$ cat config.mk
export PLATFORM = sky130hd
export DESIGN_NAME = ext_irq_ctrl
export DESIGN_NICKNAME = d
export VERILOG_FILES = /design/src/rtl/ext_irq_ctrl_pkg.sv /design/src/rtl/ext_irq_coalescer.sv /design/src/rtl/ext_irq_ctrl.sv
export SDC_FILE = /design/constraint.sdc
export NUM_CORES = 1
export LEC_CHECK = 0
export BUFFER_PORTS_ARGS = -buffer_cell sky130_fd_sc_hd__buf_2
export CAP_MARGIN = 10
export CELL_PAD_IN_SITES_DETAIL_PLACEMENT = 1
export CELL_PAD_IN_SITES_GLOBAL_PLACEMENT = 1
export CORE_ASPECT_RATIO = 0.8
export CORE_MARGIN = 5
export CORE_UTILIZATION = 42
export CTS_CLUSTER_DIAMETER = 40
export DETAILED_ROUTE_END_ITERATION = 8
export GPL_TIMING_DRIVEN = 0
export HOLD_SLACK_MARGIN = 0.03
export PLACE_DENSITY = 0.91
export SKIP_CTS_REPAIR_TIMING = 1
export SLEW_MARGIN = 10
export SYNTH_ARGS = -nofsm -noshare
export SYNTH_HDL_FRONTEND = slang
export SYNTH_SLANG_ARGS = --single-unit
$ cat constraint.sdc
create_clock -name clk_i -period 8.9 [get_ports clk_i]
set_clock_uncertainty 0.15 [all_clocks]
set_input_delay 1.78 -clock clk_i [delete_from_list [all_inputs] [get_ports clk_i]]
set_output_delay 1.78 -clock clk_i [all_outputs]
set_load 0.01 [all_outputs]
$ cat src/rtl/ext_irq_ctrl_pkg.sv
// Shared types, register offsets and the coalescer state encoding for ext_irq_ctrl.
// The register-bus structs follow the reg_pkg request/response layout.
package ext_irq_ctrl_pkg;

  localparam logic [2:0] OFF_PENDING = 3'd0;
  localparam logic [2:0] OFF_ENABLE  = 3'd1;
  localparam logic [2:0] OFF_MODE    = 3'd2;
  localparam logic [2:0] OFF_THRESH  = 3'd3;
  localparam logic [2:0] OFF_TIMEOUT = 3'd4;
  localparam logic [2:0] OFF_COAL    = 3'd5;

  localparam int COAL_STATE_W = 2;

  typedef enum logic [COAL_STATE_W-1:0] {
    IDLE  = 2'd0,
    ACCUM = 2'd1,
    FIRE  = 2'd2
  } coal_state_e;

  typedef struct packed {
    logic [31:0] addr;
    logic        write;
    logic [31:0] wdata;
    logic [3:0]  wstrb;
    logic        valid;
  } reg_req_t;

  typedef struct packed {
    logic [31:0] rdata;
    logic        error;
    logic        ready;
  } reg_rsp_t;

  // Expands byte strobes into a per-bit write mask.
  function automatic logic [31:0] strb_to_mask(input logic [3:0] strb);
    logic [31:0] m;
    for (int b = 0; b < 4; b++) m[b*8 +: 8] = {8{strb[b]}};
    return m;
  endfunction

endpackage

$ cat src/rtl/ext_irq_coalescer.sv
// Interrupt coalescer: counts enabled events (saturating) and raises one line
// when the count reaches a threshold or a timeout expires, until acknowledged.
module ext_irq_coalescer
  import ext_irq_ctrl_pkg::*;
#(
  parameter int N_CH  = 4,
  parameter int CNT_W = 8,
  parameter int TMR_W = 16
) (
  input  logic              clk_i,
  input  logic              rst_i,
  input  logic [N_CH-1:0]   ev_mask_i,
  input  logic [CNT_W-1:0]  thresh_i,
  input  logic [TMR_W-1:0]  timeout_i,
  input  logic              ack_i,
  output logic [CNT_W-1:0]  cnt_o,
  output coal_state_e       state_o,
  output logic              irq_coal_o
);

  localparam int NEW_W = $clog2(N_CH + 1);
  localparam int SUM_W = ((CNT_W > NEW_W) ? CNT_W : NEW_W) + 1;

  function automatic logic [NEW_W-1:0] popcount(input logic [N_CH-1:0] v);
    logic [NEW_W-1:0] c;
    c = '0;
    for (int i = 0; i < N_CH; i++) c = c + NEW_W'(v[i]);
    return c;
  endfunction

  function automatic logic [CNT_W-1:0] sat_add(input logic [CNT_W-1:0] a,
                                               input logic [NEW_W-1:0] b);
    logic [SUM_W-1:0] s;
    s = SUM_W'(a) + SUM_W'(b);
    if (s > SUM_W'({CNT_W{1'b1}})) return '1;
    return s[CNT_W-1:0];
  endfunction

  coal_state_e      state_q, state_d;
  logic [CNT_W-1:0] cnt_q, cnt_d, cnt_sum;
  logic [TMR_W-1:0] timer_q, timer_d;
  logic [NEW_W-1:0] new_cnt;
  logic             coal_en, thr_hit, tmo_hit;

  assign new_cnt = popcount(ev_mask_i);
  assign cnt_sum = sat_add(cnt_q, new_cnt);
  assign coal_en = (thresh_i != '0) || (timeout_i != '0);
  assign thr_hit = (thresh_i != '0) && (cnt_sum >= thresh_i);
  assign tmo_hit = (timeout_i != '0) && (timer_q == timeout_i - TMR_W'(1));

  always_comb begin
    state_d = state_q;
    cnt_d   = cnt_q;
    timer_d = timer_q;
    if (!coal_en) begin
      state_d = IDLE;
      cnt_d   = '0;
      timer_d = '0;
    end else if (ack_i) begin
      // Events arriving in the ack cycle seed the next round instead of being dropped.
      timer_d = '0;
      cnt_d   = sat_add('0, new_cnt);
      state_d = (new_cnt != '0) ? ACCUM : IDLE;
    end else begin
      unique case (state_q)
        IDLE: begin
          if (new_cnt != '0) begin
            cnt_d   = cnt_sum;
            state_d = thr_hit ? FIRE : ACCUM;
          end
        end
        ACCUM: begin
          cnt_d   = cnt_sum;
          timer_d = timer_q + TMR_W'(1);
          if (thr_hit || tmo_hit) state_d = FIRE;
        end
        FIRE: cnt_d = cnt_sum;
        default: state_d = IDLE;
      endcase
    end
  end

  always_ff @(posedge clk_i) begin
    if (rst_i) begin
      state_q <= IDLE;
      cnt_q   <= '0;
      timer_q <= '0;
    end else begin
      state_q <= state_d;
      cnt_q   <= cnt_d;
      timer_q <= timer_d;
    end
  end

  assign cnt_o      = cnt_q;
  assign state_o    = state_q;
  assign irq_coal_o = (state_q == FIRE);

endmodule

$ cat src/rtl/ext_irq_ctrl.sv
// External-accelerator interrupt controller: per-channel level/edge capture into
// pending bits, masked vector output, coalesced line, and the register-bus front end.
module ext_irq_ctrl
  import ext_irq_ctrl_pkg::*;
#(
  parameter int N_CH  = 4,
  parameter int CNT_W = 8,
  parameter int TMR_W = 16
) (
  input  logic             clk_i,
  input  logic             rst_i,
  input  logic [N_CH-1:0]  src_irq_i,
  input  reg_req_t         reg_req_i,
  output reg_rsp_t         reg_rsp_o,
  output logic [N_CH-1:0]  irq_vec_o,
  output logic             irq_coal_o
);

  logic [N_CH-1:0]  src_q, pending_q, enable_q, mode_q, ev;
  logic [CNT_W-1:0] thresh_q, cnt;
  logic [TMR_W-1:0] timeout_q;
  coal_state_e      coal_state;

  logic [2:0]  off;
  logic        addr_err, wr_ok, ack;
  logic [31:0] wmask, wbits, rdata_sel;
  logic        unused_req;

  // Edge-mode channels only fire on a 0->1 transition of the source.
  assign ev = src_irq_i & ~(mode_q & src_q);

  assign off      = reg_req_i.addr[4:2];
  assign addr_err = (reg_req_i.addr[1:0] != 2'b00) || (off > OFF_COAL);
  assign wr_ok    = reg_req_i.valid && reg_req_i.write && !addr_err;
  assign ack      = wr_ok && (off == OFF_COAL);
  assign wmask    = strb_to_mask(reg_req_i.wstrb);
  assign wbits    = reg_req_i.wdata & wmask;

  assign unused_req = ^{reg_req_i, wmask, wbits};

  always_ff @(posedge clk_i) begin
    if (rst_i) begin
      src_q     <= '0;
      pending_q <= '0;
      enable_q  <= '0;
      mode_q    <= '0;
      thresh_q  <= '0;
      timeout_q <= '0;
    end else begin
      src_q <= src_irq_i;
      // New events are ORed in after the W1C so a same-cycle set wins.
      if (wr_ok && (off == OFF_PENDING))
        pending_q <= (pending_q & ~wbits[N_CH-1:0]) | ev;
      else
        pending_q <= pending_q | ev;
      if (wr_ok && (off == OFF_ENABLE))
        enable_q <= (enable_q & ~wmask[N_CH-1:0]) | wbits[N_CH-1:0];
      if (wr_ok && (off == OFF_MODE))
        mode_q <= (mode_q & ~wmask[N_CH-1:0]) | wbits[N_CH-1:0];
      if (wr_ok && (off == OFF_THRESH))
        thresh_q <= (thresh_q & ~wmask[CNT_W-1:0]) | wbits[CNT_W-1:0];
      if (wr_ok && (off == OFF_TIMEOUT))
        timeout_q <= (timeout_q & ~wmask[TMR_W-1:0]) | wbits[TMR_W-1:0];
    end
  end

  ext_irq_coalescer #(
    .N_CH  (N_CH),
    .CNT_W (CNT_W),
    .TMR_W (TMR_W)
  ) u_coalescer (
    .clk_i      (clk_i),
    .rst_i      (rst_i),
    .ev_mask_i  (ev & enable_q),
    .thresh_i   (thresh_q),
    .timeout_i  (timeout_q),
    .ack_i      (ack),
    .cnt_o      (cnt),
    .state_o    (coal_state),
    .irq_coal_o (irq_coal_o)
  );

  always_comb begin
    rdata_sel = '0;
    unique case (off)
      OFF_PENDING: rdata_sel = 32'(pending_q);
      OFF_ENABLE:  rdata_sel = 32'(enable_q);
      OFF_MODE:    rdata_sel = 32'(mode_q);
      OFF_THRESH:  rdata_sel = 32'(thresh_q);
      OFF_TIMEOUT: rdata_sel = 32'(timeout_q);
      OFF_COAL:    rdata_sel = (32'(coal_state) << 16) | 32'(cnt);
      default:     rdata_sel = '0;
    endcase
  end

  assign reg_rsp_o.ready = 1'b1;
  assign reg_rsp_o.error = reg_req_i.valid && addr_err;
  assign reg_rsp_o.rdata = addr_err ? 32'd0 : rdata_sel;

  assign irq_vec_o = pending_q & enable_q;

endmodule
==> results.toml <==
[run_status]
status = "finished, final reports clean"

[global_route]
grt_pass1_wl_um = 23400
antenna_found_initial = 0
grt_overflow = 0
grt_pass1_vias = 4515
grt_max_degree = 13
grtUsageTotal = 0.243

[layout]
drive_above_1_share = 0.166
syn2layout_area_growth_pct = 18.3
nNetsFinal = 689
final_cell_area_mm2 = 0.00501
antenna_cells = 0

[synthesis]
synthArstFlopShare = 0
synthCells = 517
synthXorXnorAreaFrac = 0.0704
yosysWarningCount = 0
synth_ff_type = "dfxtp_1"
synth.area.mux_share = 0.120
synth_simple_gate_area_frac = 0.267
ys_types = 58
synth_top_family_by_area = "simple AND/OR/NAND/NOR gates"
synthAdderAreaFrac = 0.0627
synth_compound_area_frac = 0.105
yosys_register_bits = 66
avgSynthCellArea_um2 = 8.18
yosysSeqAreaShare = 0.312
synthesis.area_mm2 = 0.00423
synth_edf_count = 0

[clock_network]
cts_made_buffers = 9
cts.clk_slew.worst_paths_ps = 50
cts_tree = "done"
htreeDepth = 3
clockBufferDepth = 2
cts-root-buf = "clkbuf_16"
cts_sinks = 66
clk_latency_ps = 340

[placed_design]
hpwl_um = 10500
place.gp.congestion = 0.839
postPlaceCellArea_mm2 = 0.00471
port_buffers = 52

[timing]
hold_viol = 0
fmax_ghz = 0.159
setup_tns_ps = 0
fin_crit_sh = 0.705
worst_pin_slew_ps = 1110
rsz0062_at_grt = "no"
setup_viol = 0
hold_slack_ps = 357
relSlewSlack = 0.252
layout_min_cycle_time_ps = 6270
slew_viol_final = 0

[drt]
ant_nets = 0
wl_per_cell_um = 19.8
first_iter_violations = 350
drc = 0
routed_wl_um = 14500
firstDrtPassIters = 5
vias = 4162
via_per_inst = 5.67

[pwr]
switching_share = 0.243
peakVddDrop_mv = 0.0870
clock_power_share = 0.511
internal_power_w = 0.000532
p_seq_frac = 0.427
p_leak_nw = 2.07
pwr-share-comb = 0.063
power.switching_w = 0.000171
power.density_mw_per_mm2 = 140

[setup_path]
crit_chain = "buf_2, and3_1, ha_1, fa_1, ha_1, inv_1, fa_1, nor2b_1, or2_2, nand4_1, o21ai_0, ha_1, a21oi_1, nor2b_1, o21ai_0, o211a_1, o31ai_1, a31oi_1, mux2i_1"
crit_slowest_cell = "fa_1"
worstPathRequired_ps = 9010
cp-start-kind = "input port"
crit_path_start = "src_irq_i[0]"
cp-end-kind = "flip-flop"
critical-path-max-stage-delay_ps = 410
cp_max_fo = 9
worstPathArrival_ps = 6380
worstSetupPathType = "input port to flip-flop"
path_common_cell = "ha_1"

[floorplanning]
rows = 32
num_io_pins = 115
core_mm2 = 0.00973
die_area_mm2 = 0.0122
dieHeight_um = 99.8
die_w_um = 122
start_util = 0.435

[worst_hold_path]
hp-start = "u_coalescer.state_o[1]$_SDFFE_PP0P_"
hold_path.class = "flip-flop to flip-flop"

[flow_run]
maxCapViolCount = 0
-- synthesized netlist by cell type, types with 6 or more instances --
master | n | area share
mux2i_1 | 43 | 0.10
xor2_1 | 18 | 0.037
nor2_1 | 100 | 0.089
nand2_1 | 31 | 0.028
nand4_1 | 7 | 0.010
nor3_1 | 11 | 0.013
nand3_1 | 10 | 0.012
and2_1 | 15 | 0.022
and3_1 | 9 | 0.013
ha_1 | 18 | 0.053
a22oi_1 | 8 | 0.014
xnor2_1 | 16 | 0.033
nor2b_1 | 13 | 0.019
a31oi_1 | 6 | 0.0089
buf_4 | 15 | 0.027
inv_1 | 16 | 0.014
clkbuf_1 | 17 | 0.015
o21ai_0 | 8 | 0.0095
dfxtp_1 | 66 | 0.31
a21oi_1 | 18 | 0.021
-- metal layers --
layer	track usage	wire, µm
met1	0.306	6230
met2	0.412	6990
met5	0	0
met3	0.0381	792
met4	0.102	480
-- area by class of cell --
cell class              count  area (µm²)
flip-flops and latches     66        1320
inverters                  17        63.8
multi-input cells         413        2700
repair buffers             52         260
clock buffers              10         229
well taps                 136         170
plain buffers              34         191
clock inverters             6        67.6
fillers                  1185        4720
-- power groups by stage --
stage / combinational (W) / clock, W / sequential [W]
2_1_floorplan: 0.0000253 / 0 / 0.000305
6_report: 0.0000440 / 0.000359 / 0.000300
3_5_place_dp: 0.0000414 / 0 / 0.000306
3_3_place_gp: 0.0000399 / 0 / 0.000306
5_1_grt: 0.0000478 / 0.000375 / 0.000300
4_1_cts: 0.0000428 / 0.000361 / 0.000300
-- per-stage QoR --
stage	setup WS (ps)	total power [W]	instances	utilization
global route	2320	0.000723	734	0.515
floorplan	3200	0.000331	530	-
CTS	2650	0.000704	734	0.515
detailed placement	2360	0.000348	718	0.484
finish	2630	0.000703	734	0.515
global placement	2550	0.000346	718	0.484
-- kinds of logic (layout without fill, tap and decap cells) --
group,after synthesis,count (layout)
AND/OR/NAND/NOR,229,229
XOR/XNOR,34,34
flip-flops,66,66
AO/OA/AOI/OAI,66,66
buffers and inverters,51,119
multiplexers,49,49
adder cells (fa/ha/maj),20,20
other,2,15
-- critical path: cells and delay by family --
family | cells | cell delay (ps)
adder cells (fa/ha/maj) | 5 | 1830
AO/OA/AOI/OAI | 6 | 1370
AND/OR/NAND/NOR | 5 | 930
multiplexers | 1 | 250
buffers and inverters | 2 | 200
-- cell usage in the layout, fill, tap and decap left out, types with 6 or more instances in the layout --
master and count:
dfxtp_1 66, and3_1 9, mux2i_1 43, a22oi_1 8, buf_4 15, a21oi_1 18, buf_2 52, o21ai_0 8
xnor2_1 16, a31oi_1 6, ha_1 18, nor2b_1 13, nand2_1 31, conb_1 15, nand3_1 10, inv_1 16
and2_1 15, xor2_1 18, clkbuf_1 18, nor2_1 100, nor3_1 11, clkbuf_16 9, nand4_1 7
-- final timing paths --
kind | end | slack, ps | cells past startpoint
max | u_coalescer.state_o[0]$_SDFFE_PP0P_ | 2630 | 19
min | u_coalescer.state_o[1]$_SDFFE_PP0P_ | 360 | 2
max reg2reg | u_coalescer.state_o[0]$_SDFFE_PP0P_ | 3710 | 19
min reg2reg | u_coalescer.state_o[1]$_SDFFE_PP0P_ | 360 | 2
Power figures use the tool's default switching activity.
